File: config.mk
export PLATFORM = sky130hd
export DESIGN_NAME = j_wordpair32
export DESIGN_NICKNAME = d
export VERILOG_FILES = /design/src/rtl/j_wordpair32_pkg.sv /design/src/rtl/j_wordpair32_fifo2x32.sv /design/src/rtl/j_wordpair32.sv
export SDC_FILE = /design/constraint.sdc
export NUM_CORES = 1
export LEC_CHECK = 0
export ABC_AREA = 1
export BUFFER_PORTS_ARGS = -buffer_cell sky130_fd_sc_hd__clkbuf_2
export CAP_MARGIN = 20
export CELL_PAD_IN_SITES_DETAIL_PLACEMENT = 1
export CELL_PAD_IN_SITES_GLOBAL_PLACEMENT = 2
export CORE_ASPECT_RATIO = 2
export CORE_MARGIN = 2
export CORE_UTILIZATION = 33
export DETAILED_ROUTE_END_ITERATION = 12
export MAX_ROUTING_LAYER = met4
export PLACE_DENSITY = 0.74
export SETUP_SLACK_MARGIN = 0.15
export SYNTH_ARGS = -nofsm -noshare
export SYNTH_HDL_FRONTEND = slang
export SYNTH_SLANG_ARGS = --single-unit
File: constraint.sdc
create_clock -name sys_clk -period 2.6 [get_ports sys_clk]
set_clock_uncertainty 0.2 [all_clocks]
set_input_delay 0.26 -clock sys_clk [delete_from_list [all_inputs] [get_ports sys_clk]]
set_output_delay 0.26 -clock sys_clk [all_outputs]
set_load 0.02 [all_outputs]
File: src/rtl/j_wordpair32_pkg.sv
// Shared Jerry constants and types for the 32-bit word-pair write assembler.
// The high-half state encoding lives here so the top and the bench agree on it.
package j_wordpair32_pkg;

    localparam int JW_HALF  = 16;
    localparam int JW_WORD  = 32;
    localparam int JW_DEPTH = 2;
    localparam int JW_CNT_W = 2;

    typedef logic [JW_HALF-1:0]  half_t;
    typedef logic [JW_WORD-1:0]  word_t;
    typedef logic [JW_CNT_W-1:0] cnt_t;

    typedef enum logic {
        HI_IDLE = 1'b0,
        HI_HELD = 1'b1
    } hi_state_e;

    // High half occupies bits 16..31, low half bits 0..15.
    function automatic word_t jw_join(input half_t hi, input half_t lo);
        return {hi, lo};
    endfunction

endpackage

File: src/rtl/j_wordpair32_fifo2x32.sv
// Two-entry word FIFO: registered pointers and occupancy, head forced to zero when empty.
// Pushes into a full FIFO and pops from an empty one are ignored.
module j_fifo2x32
    import j_wordpair32_pkg::*;
(
    input  logic  clk,
    input  logic  rst,
    input  logic  push,
    input  logic  pop,
    input  word_t din,
    output word_t head,
    output cnt_t  count,
    output logic  full,
    output logic  empty
);

    logic  wr_ptr_q, wr_ptr_d;
    logic  rd_ptr_q, rd_ptr_d;
    cnt_t  count_q, count_d;
    word_t mem_q [JW_DEPTH];

    logic do_push;
    logic do_pop;

    assign full    = (count_q == cnt_t'(JW_DEPTH));
    assign empty   = (count_q == '0);
    assign do_push = push & ~full;
    assign do_pop  = pop & ~empty;

    always_comb begin
        wr_ptr_d = wr_ptr_q;
        rd_ptr_d = rd_ptr_q;
        count_d  = count_q;
        if (do_push) wr_ptr_d = ~wr_ptr_q;
        if (do_pop)  rd_ptr_d = ~rd_ptr_q;
        unique case ({do_push, do_pop})
            2'b10:   count_d = count_q + cnt_t'(1);
            2'b01:   count_d = count_q - cnt_t'(1);
            default: count_d = count_q;
        endcase
    end

    always_ff @(posedge clk or posedge rst) begin
        if (rst) begin
            wr_ptr_q <= 1'b0;
            rd_ptr_q <= 1'b0;
            count_q  <= '0;
        end else begin
            wr_ptr_q <= wr_ptr_d;
            rd_ptr_q <= rd_ptr_d;
            count_q  <= count_d;
        end
    end

    // NOTE: storage is deliberately not reset; head is gated by empty, so stale data never escapes.
    always_ff @(posedge clk) begin
        if (do_push) mem_q[wr_ptr_q] <= din;
    end

    assign head  = empty ? '0 : mem_q[rd_ptr_q];
    assign count = count_q;

endmodule

File: src/rtl/j_wordpair32.sv
// Host-side write assembler: pairs high/low 16-bit writes into a 32-bit word,
// buffers up to two words and presents them to a load-enabled register via d/ld.
module j_wordpair32
    import j_wordpair32_pkg::*;
(
    input  logic              sys_clk,
    input  logic              rst,
    input  logic              wr_en,
    input  logic              wr_hi,
    input  logic [JW_HALF-1:0] wr_data,
    input  logic              ld_ok,
    input  logic              clr_ovf,
    output logic [JW_WORD-1:0] q_d,
    output logic              ld,
    output logic              busy,
    output logic              hi_pend,
    output logic              ovf,
    output logic [JW_CNT_W-1:0] count
);

    hi_state_e state_q;
    half_t     hi_latch_q;
    logic      hi_pend_q;
    logic      ovf_q, ovf_d;

    logic  hi_wr;
    logic  commit;
    logic  drop;
    logic  push;
    logic  pop;
    logic  fifo_full;
    logic  fifo_empty;
    word_t fifo_head;
    cnt_t  fifo_count;

    assign hi_wr  = wr_en & wr_hi;
    assign commit = wr_en & ~wr_hi;
    // Fullness is the pre-edge occupancy, so a commit racing a pop while full is still dropped.
    assign drop   = commit & fifo_full;
    assign push   = commit & ~fifo_full;
    assign pop    = ld;

    j_fifo2x32 u_fifo (
        .clk   (sys_clk),
        .rst   (rst),
        .push  (push),
        .pop   (pop),
        .din   (jw_join(hi_latch_q, wr_data)),
        .head  (fifo_head),
        .count (fifo_count),
        .full  (fifo_full),
        .empty (fifo_empty)
    );

    // The latch is sticky: only a high write changes it, commits just reuse it.
    always_ff @(posedge sys_clk or posedge rst) begin
        if (rst) begin
            state_q    <= HI_IDLE;
            hi_pend_q  <= 1'b0;
            hi_latch_q <= '0;
        end else begin
            if (hi_wr) hi_latch_q <= wr_data;
            unique case (state_q)
                HI_IDLE: begin
                    if (hi_wr) begin
                        state_q   <= HI_HELD;
                        hi_pend_q <= 1'b1;
                    end
                end
                HI_HELD: begin
                    if (commit) begin
                        state_q   <= HI_IDLE;
                        hi_pend_q <= 1'b0;
                    end
                end
                default: begin
                    state_q   <= HI_IDLE;
                    hi_pend_q <= 1'b0;
                end
            endcase
        end
    end

    always_comb begin
        ovf_d = ovf_q;
        if (drop)         ovf_d = 1'b1;
        else if (clr_ovf) ovf_d = 1'b0;
    end

    always_ff @(posedge sys_clk or posedge rst) begin
        if (rst) ovf_q <= 1'b0;
        else     ovf_q <= ovf_d;
    end

    assign ld      = ~fifo_empty & ld_ok;
    assign q_d     = fifo_head;
    assign busy    = fifo_full;
    assign hi_pend = hi_pend_q;
    assign ovf     = ovf_q;
    assign count   = fifo_count;

endmodule

==> results_dict.tcl <==
set metrics [dict create \
    fin_nets 390 \
    hold_depth 3 \
    yosysWarnings 0 \
    syn_avg_cell_area_um2 12.0 \
    via_per_inst 4.45 \
    p_seq_frac 0.402 \
    die_height_um 148 \
    finalSetupViolCount 0 \
    synth_common_cells "nand2_1 (123), edfxtp_1 (64), a21oi_1 (24)" \
    syn_area_mm2 0.00342 \
    cts_resized 0 \
    row_count 52 \
    root_buffer "clkbuf_16" \
    worstSetupStartpoint "u_fifo.rd_ptr_q" \
    antenna_found_initial 0 \
    path_class "reg2out" \
    cts_buffer_depth 2 \
    arrival_ns 1.79 \
    grt_pass1_vias 2527 \
    end_kind "output port" \
    yosysTopAreaCell "edfxtp_1" \
    syn-instance-count 284 \
    max_freq_mhz 445 \
    via_count 2254 \
    diodes 0 \
    coreArea_mm2 0.0101 \
    r2r_start "u_fifo.count[0]" \
    port_buffers 59 \
    ys_ff_latch 87 \
    overflow 0 \
    clk_pin_slew_ns 0.06 \
    power_density_mw_per_mm2 1070 \
    slew_violations 0 \
    area_growth_pct 25.8 \
    synth_top_area_frac 0.563 \
    timing.final.crit_period_ns 2.25 \
    p_int_w 0.00285 \
    vdd_drop_max_uv 541 \
    required_ns 2.14 \
    dr.pass1.iters 6 \
    die-width_um 75.9 \
    cts_tree "built" \
    hold_class "in2reg" \
    synth_enable_flop_cells 64 \
    synth.most_common_cell "nand2_1" \
    crit_fanout 14 \
    cts_hold_buf 19 \
    start_util 0.339 \
    clock_latency_ns 0.33 \
    syn-num-nets 307 \
    synth_area_leaders "edfxtp_1 (56%), dfrtp_1 (17%), nand2_1 (14%), a21oi_1 (3.5%), a21oi_2 (2.1%)" \
    routed_wl_um 7660 \
    drive_above_1_share 0.245 \
    synth_seq_area_share 0.731 \
    setup_tns_ns 0 \
    worstHoldStart "wr_hi" \
    dpl.cell_count 471 \
    p_comb_frac 0.353 \
    cts_sinks 87 \
    wire_per_inst_um 15.1 \
    htree_num_levels 3 \
    ant_nets 0 \
    drc_errors 0 \
    die-area_mm2 0.0112 \
    fin_cells 507 \
    num_io_pins 60 \
    grt_pass1_wl_um 12700 \
    rr_worst_depth 5 \
    slew_headroom 0.681 \
    worst_slew_pin_slew_ns 0.478 \
    total_leakage_power_nw 1.83 \
    grt.total_usage 0.152 \
    outcome "complete, no violations" \
    synthFlopType "edfxtp_1" \
    n_fill_cell 1127 \
    switching_share 0.380 \
    yosysUniqueCellTypes 19 \
    hpwl_um 5050 \
    cts_buffers 9 \
    switchingPower_w 0.00175 \
    post_cts_buffers 0 \
    hold_viol 0 \
    period_share 0.865 \
    clkPwrFrac 0.245 \
    grt_max_degree 34 \
    cap_violations 0 \
    rsz0062_at_grt "no" \
    drtIter0Drc 84 \
    cp-start-kind "register" \
    async_reset_ff_frac 0.264 \
    gp_congestion 0.732 \
]
## cell usage in the layout, fill, tap and decap left out, types with 3 or more instances in the layout
master,netlist,final
clkbuf_1,0,3
clkbuf_2,0,59
o21ai_0,5,5
a21oi_2,8,8
edfxtp_1,64,64
nand2_1,123,123
dfrtp_1,23,23
buf_4,6,5
clkbuf_16,0,9
inv_1,12,12
a21oi_1,24,24
dlygate4sd3_1,0,19
## layout make-up
class	count	area (um2)	area share
Sequential cell	87	2500	0.581
Multi-Input combinational cell	171	762	0.177
Timing Repair Buffer	84	551	0.128
Clock buffer	12	236	0.0551
Tap cell	135	169	0.0393
Inverter	14	57.6	0.0134
Clock inverter	4	22.5	0.00524
## registers in the layout, indices dropped and copies added, names as in the netlist, named ones only
name             cells
u_fifo.rd_ptr_q      1
u_fifo.mem_q        64
u_fifo.wr_ptr_q      1
u_fifo.count         2
hi_pend              1
ovf                  1
hi_latch_q          16
## logic make-up after synthesis
group	synth area share
AO/OA/AOI/OAI	0.0630
adder cells (fa/ha/maj)	0.00366
AND/OR/NAND/NOR	0.152
buffers and inverters	0.0480
flip-flops	0.731
XOR/XNOR	0.00256
## critical path: stages (launching register included)
cell and delay [ns]:
dfrtp_1 0.64, buf_4 0.31, nand2_1 0.07, a21oi_1 0.22, clkbuf_2 0.22
## metal layers
layer  global-route usage  up-vias  wire length [um]
met5                    -        -                 0
met2                0.283       41              4360
met3               0.0299        5               201
met4               0.0655        0               104
li1                     -     1106                 -
met1                0.153     1102              2990
## metrics by stage
stage	hold slack (ns)	util	worst slack, ns	total power (W)	instance area, um2
6_report	0.0451	0.426	0.352	0.00459	4300
2_1_floorplan	0.0619	-	0.335	0.00302	3420
4_1_cts	0.0306	0.423	0.231	0.00468	4270
5_1_grt	0.0693	0.426	0.182	0.00490	4300
3_3_place_gp	0.240	0.379	0.661	0.00348	3820
3_5_place_dp	0.247	0.379	0.591	0.00352	3820
## power by group through the flow
stage	Clock, W	Combinational [W]	Sequential (W)
after floorplan	0	0.00117	0.00185
after global placement	0	0.00162	0.00186
after detailed placement	0	0.00164	0.00188
after CTS	0.00116	0.00167	0.00185
after global routing	0.00123	0.00180	0.00187
final	0.00113	0.00162	0.00185
## worst paths after layout
check | slack, ns | to
max in group asynchronous | 1.66 | u_fifo.wr_ptr_q
max | 0.35 | q_d[26]
max reg2reg | 0.73 | u_fifo.mem_q[1][29]
min reg2reg | 0.27 | u_fifo.mem_q[0][23]
min | 0.05 | hi_pend
min in group asynchronous | 0.17 | u_fifo.count[1]
Power figures use the tool's default switching activity.
